**config.mk**
```make
export PLATFORM = sky130hd
export DESIGN_NAME = pipeline_stage_skid
export DESIGN_NICKNAME = d
export VERILOG_FILES = /design/src/rtl/sparc_pipe_pkg.sv /design/src/rtl/sparc_instr_fields.sv /design/src/rtl/pipeline_stage_skid.sv
export SDC_FILE = /design/constraint.sdc
export NUM_CORES = 1
export LEC_CHECK = 0
export ABC_AREA = 1
export ABC_CLOCK_PERIOD_IN_PS = 1900
export CAP_MARGIN = 40
export CELL_PAD_IN_SITES_DETAIL_PLACEMENT = 0
export CELL_PAD_IN_SITES_GLOBAL_PLACEMENT = 1
export CORE_ASPECT_RATIO = 1.75
export CORE_MARGIN = 2
export CORE_UTILIZATION = 47
export CTS_BUF_LIST = sky130_fd_sc_hd__clkbuf_4
export DETAILED_ROUTE_END_ITERATION = 10
export DONT_BUFFER_PORTS = 1
export GPL_TIMING_DRIVEN = 0
export HOLD_SLACK_MARGIN = 0.1
export MAX_ROUTING_LAYER = met4
export PLACE_DENSITY = 0.91
export SLEW_MARGIN = 10
export SYNTH_ARGS = -nofsm -noshare
export SYNTH_HDL_FRONTEND = slang
export SYNTH_SLANG_ARGS = --single-unit
```
**constraint.sdc**
```tcl
create_clock -name clk -period 1.9 [get_ports clk]
set_clock_uncertainty 0.1 [all_clocks]
set_input_delay 0.19 -clock clk [delete_from_list [all_inputs] [get_ports clk]]
set_output_delay 0.19 -clock clk [all_outputs]
set_load 0.01 [all_outputs]
```
**src/rtl/sparc_pipe_pkg.sv**
```systemverilog
// Shared SPARC pipeline constants: the NOP encoding, instruction field positions
// and a decode helper reused by every stage that needs register/branch fields.
package sparc_pipe_pkg;

  localparam logic [31:0] SPARC_NOP = 32'h0100_0000;

  // Field positions within a 32-bit SPARC instruction word (LSB and width).
  localparam int RS1_LSB    = 14;
  localparam int RS1_W      = 5;
  localparam int RS2_LSB    = 0;
  localparam int RS2_W      = 5;
  localparam int RD_LSB     = 25;
  localparam int RD_W       = 5;
  localparam int COND_LSB   = 25;
  localparam int COND_W     = 4;
  localparam int A_BIT      = 29;
  localparam int IMM22_LSB  = 0;
  localparam int IMM22_W    = 22;
  localparam int DISP30_LSB = 0;
  localparam int DISP30_W   = 30;

  typedef struct packed {
    logic [RS1_W-1:0]    rs1;
    logic [RS2_W-1:0]    rs2;
    logic [RD_W-1:0]     rd;
    logic [COND_W-1:0]   cond;
    logic                a;
    logic [IMM22_W-1:0]  imm22;
    logic [DISP30_W-1:0] disp30;
  } sparc_fields_t;

  function automatic sparc_fields_t decode_fields(input logic [31:0] instr);
    sparc_fields_t f;
    f.rs1    = instr[RS1_LSB +: RS1_W];
    f.rs2    = instr[RS2_LSB +: RS2_W];
    f.rd     = instr[RD_LSB +: RD_W];
    f.cond   = instr[COND_LSB +: COND_W];
    f.a      = instr[A_BIT];
    f.imm22  = instr[IMM22_LSB +: IMM22_W];
    f.disp30 = instr[DISP30_LSB +: DISP30_W];
    return f;
  endfunction

endpackage

```
**src/rtl/sparc_instr_fields.sv**
```systemverilog
// Purely combinational SPARC instruction field extraction, shared by any stage
// that needs rs1/rs2/rd/cond/annul/immediate views of an instruction word.
module sparc_instr_fields
  import sparc_pipe_pkg::*;
(
  input  logic [31:0] instr,
  output logic [4:0]  rs1,
  output logic [4:0]  rs2,
  output logic [4:0]  rd,
  output logic [3:0]  cond,
  output logic        a,
  output logic [21:0] imm22,
  output logic [29:0] disp30
);

  sparc_fields_t f;

  always_comb begin
    f      = decode_fields(instr);
    rs1    = f.rs1;
    rs2    = f.rs2;
    rd     = f.rd;
    cond   = f.cond;
    a      = f.a;
    imm22  = f.imm22;
    disp30 = f.disp30;
  end

endmodule

```
**src/rtl/pipeline_stage_skid.sv**
```systemverilog
// Two-entry (main + skid) pipeline stage with load enable, flush and SPARC field
// decode. Defining PIPE_PERF_CNT_EN adds saturating stall_cnt/flush_cnt outputs.
module pipeline_stage_skid
  import sparc_pipe_pkg::*;
#(
  parameter int          WIDTH   = 32,
  parameter int          PC_W    = 32,
  parameter logic [31:0] NOP_VAL = SPARC_NOP,
  parameter int          DECODE  = 1
) (
  input  logic             clk,
  input  logic             reset,
  input  logic             LE,
  input  logic             flush,
  input  logic             in_valid,
  output logic             in_ready,
  input  logic [PC_W-1:0]  in_pc,
  input  logic [WIDTH-1:0] in_data,
  output logic             out_valid,
  input  logic             out_ready,
  output logic [PC_W-1:0]  out_pc,
  output logic [WIDTH-1:0] out_data,
  output logic [4:0]       out_rs1,
  output logic [4:0]       out_rs2,
  output logic [4:0]       out_rd,
  output logic [3:0]       out_cond,
  output logic             out_a,
  output logic [21:0]      out_imm22,
  output logic [29:0]      out_disp30
`ifdef PIPE_PERF_CNT_EN
  ,
  output logic [31:0]      stall_cnt,
  output logic [31:0]      flush_cnt
`endif
);

  localparam logic [WIDTH-1:0] NOP_W = WIDTH'(NOP_VAL);

  logic             main_valid;
  logic [PC_W-1:0]  main_pc;
  logic [WIDTH-1:0] main_data;
  logic             skid_valid;
  logic [PC_W-1:0]  skid_pc;
  logic [WIDTH-1:0] skid_data;

  logic accept;
  logic retire;
  logic load_main;

  // Handshake: a transfer happens on a rising edge where valid and ready are both
  // high. in_ready depends only on LE and registered state, never on out_ready;
  // the skid entry absorbs the one beat that arrives while main is blocked.
  always_comb begin
    in_ready  = LE && !skid_valid;
    out_valid = main_valid;
    accept    = in_valid && in_ready && !flush;
    retire    = main_valid && out_ready && LE;
    // accept implies skid empty, so only main's occupancy decides the target
    load_main = !main_valid || retire;
  end

  always_ff @(posedge clk) begin
    if (reset) begin
      main_valid <= 1'b0;
      skid_valid <= 1'b0;
      main_pc    <= '0;
      main_data  <= NOP_W;
      skid_pc    <= '0;
      skid_data  <= '0;
    end else if (flush) begin
      main_valid <= 1'b0;
      skid_valid <= 1'b0;
      main_pc    <= '0;
      main_data  <= NOP_W;
    end else if (LE) begin
      if (retire) begin
        if (skid_valid) begin
          main_pc    <= skid_pc;
          main_data  <= skid_data;
          skid_valid <= 1'b0;
        end else if (!accept) begin
          // payload is kept so out_data/out_pc show the last retired entry
          main_valid <= 1'b0;
        end
      end
      if (accept) begin
        if (load_main) begin
          main_valid <= 1'b1;
          main_pc    <= in_pc;
          main_data  <= in_data;
        end else begin
          skid_valid <= 1'b1;
          skid_pc    <= in_pc;
          skid_data  <= in_data;
        end
      end
    end
  end

  assign out_pc   = main_pc;
  assign out_data = main_data;

  generate
    if (DECODE != 0) begin : g_decode
      sparc_instr_fields u_fields (
        .instr  (main_data[31:0]),
        .rs1    (out_rs1),
        .rs2    (out_rs2),
        .rd     (out_rd),
        .cond   (out_cond),
        .a      (out_a),
        .imm22  (out_imm22),
        .disp30 (out_disp30)
      );
    end else begin : g_no_decode
      assign out_rs1    = '0;
      assign out_rs2    = '0;
      assign out_rd     = '0;
      assign out_cond   = '0;
      assign out_a      = 1'b0;
      assign out_imm22  = '0;
      assign out_disp30 = '0;
    end
  endgenerate

`ifdef PIPE_PERF_CNT_EN
  // Counters observe raw pins, so stalls are counted even while LE is low.
  always_ff @(posedge clk) begin
    if (reset) begin
      stall_cnt <= '0;
      flush_cnt <= '0;
    end else begin
      if (main_valid && !out_ready && (stall_cnt != 32'hFFFF_FFFF))
        stall_cnt <= stall_cnt + 32'd1;
      if (flush && (flush_cnt != 32'hFFFF_FFFF))
        flush_cnt <= flush_cnt + 32'd1;
    end
  end
`endif

endmodule

```
### Yosys cells after proc, flatten, opt, wreduce, memory -nomap -nowiden

Cells that the tools add are included.

| operators by class | value |
|---|---|
| mux-type cells | 16 |
| bitwise logic cells | 2 |
| reductions and logical operators | 11 |

Operator list:

| cell | count |
|---|---|
| $mux 32 | 8 |
| $mux 1 | 8 |
| $logic_and 1x1->1 | 5 |
| $reduce_and 4->1 | 1 |
| $logic_not 1->1 | 3 |
| $not 1->1 | 2 |
| $reduce_or 2->1 | 1 |
| $logic_or 1x1->1 | 1 |

| storage, ports and cells | value |
|---|---|
| register bits after elaboration | 130 |
| output and inout port bits | 138 |
| logic and storage cells | 35 |

### Depth between registers and ports, before layout

Gate-level depths: netlist of the first run.

| depth | value |
|---|---|
| word-level depth | 9 |
| mapped depth | 10 |

### Cells and area by module

From an unflattened synthesis of the first run, not the netlist that was laid out.

| second synthesis, totals | value |
|---|---|
| cells, all modules | 1,397 |
| area, all modules | 7,945.1 um^2 |

By module, submodules not included:

| module | instances | cells an instance | area each (um^2) |
|---|---|---|---|
| pipeline_stage_skid | 1 | 1,325 | 7,404.6 |
| sparc_instr_fields | 1 | 72 | 540.5 |

### Worst setup path after synthesis of the first run

No wires, ideal clock.

| timing | value |
|---|---|
| kind | reg-to-reg |
| start | register main_valid, in the netlist out_valid |
| end | register skid_data[10] |
| setup time | 0.113 ns |
| data arrival time | 1.121 ns |
| required time | 1.687 ns |
| path slack | 0.567 ns |
| stages on the path, launching flop included | 8 |
| buffers on the path | 2 |
| cell sequence | dfxtp_1 nand2_1 nor2_2 buf_4 buf_4 nand2_1 nand2_1 nor2_1 |

| between the ends | value |
|---|---|
| longest elaborated chain between the ends | 5 |
| elaborated cells between the ends (all ways) | 6 |

Ends and longest elaborated chain:

| element | RTL line | source |
|---|---|---|
| start: declaration | pipeline_stage_skid.sv:39 | `logic main_valid;` |
| start signal: assignment | pipeline_stage_skid.sv:64 | `main_valid <= 1'b0;` |
| start signal: assignment | pipeline_stage_skid.sv:71 | `main_valid <= 1'b0;` |
| start signal: assignment | pipeline_stage_skid.sv:83 | `main_valid <= 1'b0;` |
| $logic_and 1x1->1 (2 in series) | pipeline_stage_skid.sv:57 | `retire = main_valid && out_ready && LE;` |
| $logic_or 1x1->1 * | pipeline_stage_skid.sv:59 | `load_main = !main_valid \|\| retire;` |
| $not 1->1 (no source line) * | -- |  |
| $reduce_and 4->1 (no source line) * | -- |  |
| end signal: assignment | pipeline_stage_skid.sv:94 | `skid_data <= in_data;` |
| end: declaration | pipeline_stage_skid.sv:44 | `logic [WIDTH-1:0] skid_data;` |

Mark *: on every way between the ends. The rest lies on a longest branch, timed or not.
A chain may end at the register's enable or synchronous reset.

### Worst setup path in the final report of the first run

| timing | value |
|---|---|
| start | input port reset |
| end | register skid_valid |

| between the ends | value |
|---|---|
| longest elaborated chain between the ends | 1 |

Ends and longest elaborated chain:

| element | RTL line | source |
|---|---|---|
| start: declaration | pipeline_stage_skid.sv:12 | `input logic reset,` |
| $reduce_or 2->1 (no source line) | -- |  |
| end signal: assignment | pipeline_stage_skid.sv:65 | `skid_valid <= 1'b0;` |
| end signal: assignment | pipeline_stage_skid.sv:72 | `skid_valid <= 1'b0;` |
| end signal: assignment | pipeline_stage_skid.sv:80 | `skid_valid <= 1'b0;` |
| end: declaration | pipeline_stage_skid.sv:42 | `logic skid_valid;` |

No other way between the ends.

==> key figures, run 1 <==
Drt
  – Via count: roughly 8400
  – First drt pass iteration count: 5
  – Initial DRC Count: between 300 and 400
  – Drt drc: 0
  – Vias per cell: roughly 4.9
  – Avg WL per Cell: between 10 and 15 um
  – Detail Route Antenna Nets: 0
  – Total Routed Length: 23910 um

GRT
  – Initial antenna violation count: 3
  – Largest net degree at the start of global routing: 17
  – All-Layer GR Usage: between 20% and 30%
  – First-pass GRT wire length: 38520 um
  – Via count of the first global-routing pass: approximately 8000
  – Grt total ovfl: 0

Clock tree
  – Worst-Skew Late Latency: between 500 and 600 ps
  – H-tree Lvls: 4
  – CTS tree: done
  – Deepest clock path buffer count: 2
  – Root Buffer: clkbuf_4
  – Clk sinks: 130
  – Postcts setup bufs: 0
  – Clock buffer count from CTS: 17
  – Clock-pin slew on the worst setup and hold paths: roughly 120 ps

Yosys
  – Main combinational cell family by area after synthesis: simple AND/OR/NAND/NOR gates
  – Syn_area_per_cell: approximately 5.7 sq um
  – Simple-gate share of the synthesized area: 47.12%
  – Syn nets: 1467
  – XOR/XNOR share of the synthesized area: 0%
  – Post-synthesis compound-gate area fraction: roughly 4.2%
  – Cell Area, Synth: between 7000 and 8000 sq um
  – Ranking of synthesized cells by area: nand2_1, dfxtp_1, buf_4, nor2_1, nand3_1
  – Cell type with the largest total area after synthesis: nand2_1
  – Post-synthesis adder-cell area fraction: 0%
  – Share of the synthesized area in the top cell type: between 30% and 40%
  – Distinct cells, synth: 15
  – Synth Warn #: 0
  – Mux cell area share after synthesis: 0%
  – Seq/Total Area, Yosys: about a third
  – Synth Instances: approximately 1400
  – Yosys reg bits: between 100 and 150

Worst setup path
  – Setup CP Type: in -> reg
  – CP required: between 2000 and 2500 ps
  – Startpoint types: input port
  – Crit-path max FO: 10
  – Crit path max-delay cell type: dlygate4sd3_1
  – Worst Path Arrival: about 2200 ps
  – Critical path endpoint category: flop
  – Critical path cell sequence: dlygate4sd3_1 -> nor2_1 -> dlygate4sd3_1 -> inv_2 -> buf_1 -> nor2_1
  – CP peak stage delay: slightly above 600 ps

Floorplan
  – Die H: 176.0 um
  – I/O Pins: between 200 and 250
  – Die area: 18000 sq um
  – Row Count: 62
  – Core ar.: 16520 sq um
  – Starting Density: between 40% and 50%
  – Die X: 102.3 um

STA
  – Slew at the pin with the worst max-slew slack: between 500 and 600 ps
  – Fin. max-slew vios: 0
  – Fin. Hold Viols: 0
  – Max_slew headroom: between 60% and 70%
  – Final Worst Setup Slack: -33.02 ps
  – Fmax: between 500 and 600 MHz
  – RSZ-0062 raised after global routing: yes
  – Fin crit period: between 1500 and 2000 ps
  – Final Setup Violations: 5
  – Tcrit/Tclk final: 101.7%

Pwr
  – Total power: between 5 and 6 mW
  – Cell Pwr Density: roughly 590 nW/um^2
  – Leakage: 4.709 nW
  – Max VDD drop: 365.6 uV

Run status
  – Failing checks: setup timing
  – Status: complete, but fails checks

Place
  – Hpwl dp: between 15000 and 20000 um
  – Cells after DPL: between 1500 and 2000
  – Number of buffers added on ports: 0
  – GPL Wtd Cong: just under 0.9
  – Dpl cell area: roughly 8000 sq um

Cells and area
  – Design area: between 9000 and 10000 sq um
  – Post-layout net count: between 1500 and 2000
  – Area growth from synthesis to layout: 16.28%
  – # fillers: 1845
  – Non-Filler Instances: ~1700
  – Share of layout cells above drive strength 1: between 10% and 20%

Min path
  – Hold crit path type: in -> reg

Flow run
  – Max Cap Viol: 0
## stage by stage
step / util [%] / setup TNS, ps / hold WS, ps / setup WS (ps)
floorplan: - / 0 / 228.6 / 566.7
global placement: 49.78 / 0 / 270.0 / 236.4
detailed placement: 49.78 / 0 / 276.1 / 252.0
CTS: 55.86 / 0 / 100.5 / 16.99
global route: 55.91 / -153.3 / 134.9 / -21.79
finish: 55.91 / -58.83 / 140.2 / -33.02
## final cells by class
type                    instances  area (sq um)  area share, %
multi-input cells            1037          4074          44.10
flip-flops and latches        130          2603          28.17
plain buffers                 159          1003          10.86
repair buffers                 70         700.7          7.584
well taps                     224         280.3          3.034
inverters                      71         266.5          2.885
clock inverters                13         161.4          1.747
clock buffers                  19         142.6          1.544
diodes                          3         7.507        0.08126
## layer usage
metal | global-route usage (%) | wire (um) | up-vias
met5 | - | 0 | -
met4 | 9.333 | 495 | 0
met1 | 29.42 | 9435 | 3791
met2 | 50.33 | 12770 | 235
met3 | 5.344 | 1216 | 33
li1 | - | - | 4318
## report_power, final
part | total, mW | leakage (nW) | internal (mW) | switching, mW
logic | 0.625 | 3.50 | 0.255 | 0.370
clock network | 2.07 | 0.157 | 0.941 | 1.13
registers | 2.80 | 1.05 | 2.76 | 0.0449
total | 5.50 | 4.71 | 3.95 | 1.54
## cells in the final DEF, fill, tap and decap left out, drive strengths merged
cell type,synthesis,final
clkinvlp,0,3
nand3,67,67
dfxtp,130,130
buf,148,150
clkinv,0,6
dlygate4sd3,0,70
o21ai,2,2
diode,0,3
clkbuf,11,28
nor2,136,136
nand2,768,768
inv,71,72
bufinv,0,3
a21oi,64,64
## cell usage after synthesis
cell / number
nand2_2: 2
a21oi_1: 64
inv_2: 6
buf_4: 91
o21ai_0: 2
clkbuf_1: 11
buf_1: 6
nor2_2: 1
nand3_1: 67
dfxtp_1: 130
nor2_1: 134
nand2_1: 766
nor2_4: 1
inv_1: 65
buf_2: 51
## flip-flops by register name, summed over array words and instances (netlist names)
signal      cells
out_pc         32
skid_data      32
skid_pc        32
skid_valid      1
out_data       32
out_valid       1
## worst paths after layout
path	cells past startpoint	start	to	slack [ps]
setup reg to reg	6	out_valid$_SDFFE_PP0P_	out_pc[12]$_SDFFE_PP0P_	190
setup / recovery	6	reset	skid_valid$_SDFFE_PP0P_	-30
hold / removal	6	LE	out_pc[0]$_SDFFE_PP0P_	140
hold reg to reg	2	skid_data[27]$_SDFFE_PP0P_	skid_data[27]$_SDFFE_PP0P_	390
## worst max-delay path: cells and delay by family
| family | cells | cell delay, ps |
|---|---|---|
| buffers and inverters | 4 | 1860 |
| AND/OR/NAND/NOR | 2 | 160 |
## cell families (layout without fill, tap and decap cells)
logic type	Yosys count	in the layout
simple gates	971	971
buf+inv	230	332
flops	130	130
compound gates	66	66
other cells	0	3
## timing repair
| item | 4_1_cts | 5_1_grt |
|---|---|---|
| resized for setup | 0 | 4 |
| hold buffers | 70 | 0 |
| hold endpoints to repair | 129 | 0 |
| endpoints found under the setup margin | 0 | 27 |
(Power assumes the default switching activity.)
==> inputs of run 2 (changes only) <==
--- a/config.mk
+++ b/config.mk
@@ -6,20 +6,20 @@
 export NUM_CORES = 1
 export LEC_CHECK = 0
 export ABC_AREA = 1
-export ABC_CLOCK_PERIOD_IN_PS = 1900
+export ABC_CLOCK_PERIOD_IN_PS = 2200
 export CAP_MARGIN = 40
 export CELL_PAD_IN_SITES_DETAIL_PLACEMENT = 0
 export CELL_PAD_IN_SITES_GLOBAL_PLACEMENT = 1
 export CORE_ASPECT_RATIO = 1.75
 export CORE_MARGIN = 2
-export CORE_UTILIZATION = 47
+export CORE_UTILIZATION = 44
 export CTS_BUF_LIST = sky130_fd_sc_hd__clkbuf_4
 export DETAILED_ROUTE_END_ITERATION = 10
 export DONT_BUFFER_PORTS = 1
 export GPL_TIMING_DRIVEN = 0
 export HOLD_SLACK_MARGIN = 0.1
 export MAX_ROUTING_LAYER = met4
-export PLACE_DENSITY = 0.91
+export PLACE_DENSITY = 0.86
 export SLEW_MARGIN = 10
 export SYNTH_ARGS = -nofsm -noshare
 export SYNTH_HDL_FRONTEND = slang
==> constraint.sdc (replaced) <==
create_clock -name clk -period 2.2 [get_ports clk]
set_clock_uncertainty 0.1 [all_clocks]
set_input_delay 0.22 -clock clk [delete_from_list [all_inputs] [get_ports clk]]
set_output_delay 0.22 -clock clk [all_outputs]
set_load 0.01 [all_outputs]
==> run 2 against run 1 <==
  * The flow now finishes without violations
  * Non-clock buffer count is 13 higher
  * First-iteration DRC count is 2.0% higher
  * Highest routed layer unchanged
  * Critical path type is now reg -> reg
  * Largest power group unchanged
  * Via count is 0.24% lower
  * Combinational power is 12% lower
==> key figures, run 2 (same netlist as run 1, synthesis figures left out) <==
Worst setup path
  – Worst Path Arrival: 2450 ps (was 2230 ps)
  – CP required: 2570 ps (was 2190 ps)
  – Setup CP Type: reg -> reg (was in -> reg)
  – Critical path endpoint category: flop (unchanged)
  – Crit-path max FO: 10 (unchanged)
  – Startpoint types: flop (was input port)

Cells and area
  – Most frequent cells in the layout: nand2_1, nor2_1, dfxtp_1 (unchanged)
  – Commonest non-fill, non-tap cell in the layout: nand2_1 (unchanged)
  – Util after Layout: 52.51% (was 55.91%)
  – Design area: 9395 sq um (was 9239 sq um)
  – Post-layout net count: 1569 (was 1556)
  – Area growth from synthesis to layout: 18.25% (was 16.28%)
  – Share of layout cells above drive strength 1: 12.04% (was 12.27%)
  – Non-Filler Instances: 1747 (was 1726)

STA
  – Slew at the pin with the worst max-slew slack: 597.3 ps (was 570.0 ps)
  – Fmax: 481.4 MHz
  – Fin. Hold Viols: 0 (unchanged)
  – RSZ-0062 raised after global routing: no (was yes)
  – Fin. max-slew vios: 0 (unchanged)
  – Fin crit period: about 2100 ps
  – Post-Route Setup TNS: 0 ps (was -58.83 ps)
  – Max_slew headroom: 60.18% (was 62.00%)
  – Final Setup Violations: 0 (was 5)
  – Tcrit/Tclk final: around 94%

Min path
  – Hold crit path type: in -> reg (unchanged)

GRT
  – Largest net degree at the start of global routing: 17 (unchanged)
  – Grt total ovfl: 0 (unchanged)
  – First-pass GRT wire length: 39300 um (was 38520 um)
  – All-Layer GR Usage: 26.43% (was 27.70%)
  – Initial antenna violation count: 1 (was 3)
  – Via count of the first global-routing pass: 7919 (was 7961)

Drt
  – First drt pass iteration count: 5 (unchanged)
  – Via count: 8357 (was 8377)
  – Drt drc: 0 (unchanged)
  – Detail Route Antenna Nets: 0 (unchanged)
  – Avg WL per Cell: 13.94 um (was 13.85 um)
  – Initial DRC Count: 358 (was 351)
  – Total Routed Length: 24360 um (was 23910 um)
  – Vias per cell: 4.784 (was 4.853)

Clock tree
  – Root Buffer: clkbuf_4 (unchanged)
  – Clock-pin slew on the worst setup and hold paths: 130 ps (was 120 ps)
  – Postcts setup bufs: 0 (unchanged)
  – Clk sinks: 130 (unchanged)
  – Worst-Skew Late Latency: 560 ps (was 530 ps)
  – H-tree Lvls: 4 (unchanged)
  – Clock buffer count from CTS: 17 (unchanged)
  – Deepest clock path buffer count: 2 (unchanged)
  – CTS tree: done (unchanged)

Floorplan
  – Starting Density: 44.41% (was 48.08%)
  – Die H: 181.8 um (was 176.0 um)
  – Core ar.: 17890 sq um (was 16520 sq um)
  – Die X: 105.6 um (was 102.3 um)
  – Row Count: 65 (was 62)
  – I/O Pins: 208 (unchanged)
  – Die area: 19190 sq um (was 18000 sq um)

Place
  – Hpwl dp: 16970 um (was 16550 um)
  – Cells after DPL: 1631 (was 1621)
  – Number of buffers added on ports: 0 (unchanged)
  – GPL Wtd Cong: 0.8340 (was 0.8648)
  – Dpl cell area: 8238 sq um (was 8225 sq um)

Flow run
  – Max Cap Viol: 0 (unchanged)

Pwr
  – Max VDD drop: 305.2 uV (was 365.6 uV)
  – Cell Pwr Density: 515.2 nW/um^2 (was 594.9 nW/um^2)
  – Leakage: 4.752 nW (was 4.709 nW)

Run status
  – Status: complete, no violations (was complete, but fails checks)
==> run 2: cell types whose count changed in the layout (fill, tap and decap cells not counted), sizes merged <==
cell,change
inv,-1
buf,-2
bufinv,+1
clkinvlp,+2
diode,-2
dlygate4sd3,+13
==> run 2: cell type report <==
type                            count  area [sq um]
Buffer                            159          1006
Clock buffer                       17         127.6
Timing Repair Buffer               83         830.8
Antenna cell                        1         2.502
Clock inverter                     15         191.4
Multi-Input combinational cell   1037          4074
Sequential cell                   130          2604
Tap cell                          234         292.8
Inverter                           71         266.5
Fill cell                        2019          8497
==> run 2: critical path: stages, from the launching register on <==
cell and delay, ps:
dfxtp_1 340, inv_2 60, nand2_1 60, inv_2 100, nand2_2 90, nor2_2 160
buf_6 180, buf_4 210, nand2_1 70, nand2_1 50, dlygate4sd3_1 550, nor2_1 40
==> run 2: stage by stage <==
step	setup slack (ps)	power, mW	hold slack [ps]
floorplan	866.7	2.782	258.6
global placement	503.9	2.887	298.5
detailed placement	496.3	2.891	301.0
CTS	17.75	4.880	106.3
global route	15.90	5.048	130.7
finish	122.8	4.841	154.3
==> run 2: final timing paths <==
check             depth (start not counted)                 startpoint  slack [ps]                        end
hold reg to reg                           2  skid_data[1]$_SDFFE_PP0P_         390  skid_data[1]$_SDFFE_PP0P_
hold / removal                            6                  out_ready         150     out_pc[0]$_SDFFE_PP0P_
setup / recovery                         11    skid_valid$_SDFFE_PP0P_         120    skid_pc[1]$_SDFFE_PP0P_
setup reg to reg                         11    skid_valid$_SDFFE_PP0P_         120    skid_pc[1]$_SDFFE_PP0P_
==> run 2: power breakdown <==
part / internal, mW / switching [mW]
clock network: 0.888 / 0.982
registers: 2.38 / 0.0390
logic: 0.230 / 0.322
total: 3.50 / 1.34
==> run 2: repair_timing <==
item                                    4_1_cts  5_1_grt
endpoints found under the setup margin        0        7
hold endpoints to repair                    129        0
gates resized for setup                       0        2
hold buffers                                 83        0
==> run 2: routing by layer <==
metal / part of all wire, % / wire length (um) / track usage (%)
met1: 40 / 9751 / 27.70
met5: 0 / 0 / -
met2: 53 / 12890 / 49.01
met3: 5.3 / 1279 / 5.312
met4: 1.8 / 430 / 8.368
==> variant 1, RTL diff (settings of run 2) <==
Change the parameter `DECODE` from 1 to 0.
--- a/src/rtl/pipeline_stage_skid.sv
+++ b/src/rtl/pipeline_stage_skid.sv
@@ -6,7 +6,7 @@
   parameter int          WIDTH   = 32,
   parameter int          PC_W    = 32,
   parameter logic [31:0] NOP_VAL = SPARC_NOP,
-  parameter int          DECODE  = 1
+  parameter int          DECODE  = 0
 ) (
   input  logic             clk,
   input  logic             reset,
Function: changed (Yosys sat finds a counterexample within 4 cycles, from zero or initial values and one cycle with reset high).
==> variant 1 against run 2 <==
- area after synthesis hardly changed
- power is 0.10% higher
- critical path type unchanged
- largest power group unchanged
- sequential cell count stayed put
- critical path depth is 2 lower
- critical endpoint is now out_data[24]
- wire length is 0.60% lower
- worst setup slack better by 0.057 ns
- cell area is 1.8% higher
==> variant 1: results (changes against run 2) <==
[synthesis]
synth.area.top_cells=nand2_1, dfxtp_1, buf_4, nor2_1, nand3_1
yosysSeqAreaShare_pct=32.7  ; about the same
netlist-cell-type-count=16  ; +1

[detailed_routing]
vias=8433  ; +0.91%
dr.first_iter.drc_count=372  ; +3.9%
ant_nets=0  ; unchanged
routed_wirelength_um=24200  ; -0.60%

[grt]
grt_pass1_wl_um=38700  ; -1.6%
grt_pass1_vias=8000  ; +1.0%

[hold_path]
hold_path.class=input port to register
min_delay_worst_endpoint=skid_data[0]
hp-start=in_valid
hold_depth=7  ; +1

[final_layout]
n_all_buffers=235  ; -2.9%
drive_above_1_share_pct=11.7  ; -0.37 points
fin_cells=1812  ; +3.7%
regArea_sq_mm=0.00260  ; unchanged
num-fill-cells=1995  ; -1.2%
nMultiInputCombCells=1109  ; +6.9%
nNetsFinal=1634  ; +4.1%
multi_input_area_share_pct=45.4  ; +2.0 points
antennaDiodeCount=1  ; unchanged
clkCellAreaFrac_pct=3.07  ; -0.32 points

[timing]
relSlewSlack_pct=60.5  ; +0.34 points

[critical_path]
r2r-end=out_data[24]
r2r_cells=9  ; -2
slowest_stage=dlygate4sd3_1
rrSetupSlack_ns=0.18  ; +0.06 ns
cp.arrival_ns=2.43  ; -0.02 ns

[placed_design]
dpl.hpwl_um=16800  ; -0.87%
gp_congestion=0.833  ; -0.13%
dpl.cell_count=1703  ; +4.4%

[clocking]
cts_num_sinks=130  ; unchanged

[run_status]
status=complete, no violations

[pwr]
power.leakage_nw=4.97  ; +4.5%
p_sw_mw=1.40  ; +4.5%
vdd_drop_max_uv=299  ; -1.9%

[variant 1: cell families after synthesis]
logic type | Yosys count | synth area share [%]
DFF | 130 | 32.7
buffers and inverters | 230 | 16.0
other | 1 | 0.0472
AOI/OAI and AO/OA | 66 | 4.16
and+or+nand+nor | 971 | 47.1
[variant 1: routing by layer]
| layer | GRT usage (%) | share of wire, % |
|---|---|---|
| met1 | 27.3 | 40 |
| met2 | 47.6 | 52 |
| met3 | 4.85 | 6.3 |
| met4 | 9.00 | 2.2 |
| met5 | - | 0 |
[variant 1: critical path, delay by kind of cell (launching register included)]
| family | cells | cell delay, ns |
|---|---|---|
| and+or+nand+nor | 4 | 0.32 |
| DFF | 1 | 0.36 |
| buffers and inverters | 5 | 1.19 |
[variant 1: metrics by stage]
step	hold WS (ns)	power, mW	area (sq um)	util [%]	worst slack (ns)
after floorplan	0.259	2.89	8220	-	0.867
after global placement	0.301	3.00	8510	47.6	0.496
after detailed placement	0.303	3.00	8510	47.6	0.487
after CTS	0.136	4.89	9560	53.4	0.0483
after global routing	0.201	5.05	9570	53.5	0.0131
final	0.180	4.85	9570	53.5	0.180
[variant 1: power by group through the flow]
| stage | Combinational [mW] | Sequential (mW) | Clock (mW) |
|---|---|---|---|
| floorplan | 0.435 | 2.46 | 0 |
| global placement | 0.530 | 2.47 | 0 |
| detailed placement | 0.533 | 2.47 | 0 |
| CTS | 0.662 | 2.42 | 1.82 |
| global route | 0.740 | 2.42 | 1.89 |
| finish | 0.666 | 2.41 | 1.77 |
[variant 1: timing repair]
action / in CTS / in global routing
setup endpoints to repair: 0 / 1
hold buffers: 76 / 0
gates resized for setup: 0 / 1
hold endpoints to repair: 129 / 0
setup buffers: 0 / 0
==> variant 2, RTL diff (flow settings as in run 2) <==
Made on the original files. The option `PIPE_PERF_CNT_EN` is turned on by a define.
--- a/src/rtl/pipeline_stage_skid.sv
+++ b/src/rtl/pipeline_stage_skid.sv
@@ -1,5 +1,7 @@
 // Two-entry (main + skid) pipeline stage with load enable, flush and SPARC field
 // decode. Defining PIPE_PERF_CNT_EN adds saturating stall_cnt/flush_cnt outputs.
+`define PIPE_PERF_CNT_EN
+
 module pipeline_stage_skid
   import sparc_pipe_pkg::*;
 #(
Function (old outputs only; new: flush_cnt and stall_cnt): kept (Yosys induction, for registers that start in step).
==> variant 2 against run 2 <==
- sequential cell count is 64 higher
- first-iteration DRC count is 40% higher
- final cell count is 16% higher
- largest cell class unchanged
- worst setup slack worse by 0.069 ns
- power is 33% higher
- cell area is 33% higher
- combinational power is 4.5% lower
- via count is 27% higher
- critical path type unchanged
- global-route usage is 0.58 points higher
- wire length is 42% higher
- area after synthesis is 38% higher
==> variant 2: results (changes against run 2) <==
[run_status]
status=complete, no violations

[pwr]
p_sw_share_pct=26.2  ; -1.6 points
vdd_drop_max_uv=416  ; +36%
powerClk_mw=2.33  ; +25%
total_power_mw=6.45  ; +33%

[final_layout]
num-fill-cells=2519  ; +25%
drive_above_1_share_pct=15.1  ; +3.1 points
nNetsFinal=1776  ; +13%

[clocking]
cts_resized=7  ; +7
clk_latency_ns=0.65  ; +0.09 ns
hold_buffers=74  ; -11%

[placed_design]
gp_congestion=0.915  ; +9.7%
place_area_sq_mm=0.0113  ; +38%
pre_cts_slack_ns=-0.0736  ; -0.570 ns

[grt]
grt_pass1_vias=10400  ; +31%
use_met2_pct=49.8  ; +0.75 points
groute.usage.overall_pct=27.0  ; +0.58 points
grt_use_met1_pct=26.1  ; -1.6 points
grt_max_degree=18  ; +1

[synthesis]
synthAdderAreaFrac_pct=0.229  ; +0.23 points
yosys.area_share.xor_xnor_pct=2.40  ; +2.4 points
synth_common_cells=nand2_1, dfxtp_1, inv_1
syn_area_per_cell_sq_um=6.80  ; +20%
synth_nets=1681  ; +15%

[timing]
tightestPinTransition_ns=0.837  ; +0.240 ns

[detailed_routing]
met2_length_um=18700  ; +45%
dr.first_iter.drc_count=502  ; +40%
vias=10700  ; +27%
met1_length_um=12500  ; +28%
routed_wirelength_um=34500  ; +42%
wl_per_cell_um=17.0  ; +22%

[critical_path]
cp.arrival_ns=2.63  ; +0.18 ns

==> variant 2: cell count changes after synthesis, sizes merged, moves of 10 or more <==
cell	run 2	this run
nand2	768	415
nor2	136	162
o21ai	2	146
clkbuf	11	59
nand3	67	105
o211a	0	12
xor2	0	20
buf	148	101
a21oi	64	152
xnor2	0	10
o211ai	0	40
dfxtp	130	194
inv	71	166
nand4	0	14
==> variant 2: area by class of cell <==
cell class,instances,area (sq um),share of cell area (%)
sequential,194,3900,31.2
buffer,158,986,7.91
clock buffer,17,128,1.02
inverter,166,623,5.00
tap,312,390,3.13
timing repair buffer,78,771,6.18
antenna,1,2.50,0.0201
clock inverter,14,208,1.67
multi-input combinational,1089,5470,43.8
==> variant 2: through the flow <==
stage,hold WS [ns],utilization [%]
finish,0.149,50.8
global route,0.129,50.8
CTS,0.101,50.6
detailed placement,0.262,46.2
global placement,0.258,46.2
floorplan,0.248,-
==> variant 2: critical path, cell delays in order, from the launching register on <==
cell and delay [ns]:
dfxtp_1 0.39, nor2_2 0.26, nand2_1 0.21, nor2_4 0.28
clkbuf_1 0.46, o21ai_0 0.19, a21oi_1 0.18
==> variant 2: final timing paths <==
check,from,end,slack (ns),cells after the start
max,skid_valid,skid_pc[7],0.05,6
min,LE,out_data[0],0.15,6
max reg2reg,skid_valid,skid_pc[7],0.05,6
min reg2reg,skid_data[9],skid_data[9],0.43,2
==> variant 2: logic make-up (layout without fill, tap and decap cells) <==
kind of cell             after synthesis  count (layout)
other                                  0               1
adder cells (fa/ha/maj)                2               2
buffers and inverters                326             433
AND/OR/NAND/NOR                      707             707
AO/OA/AOI/OAI                        350             350
flip-flops                           194             194
XOR/XNOR                              30              30
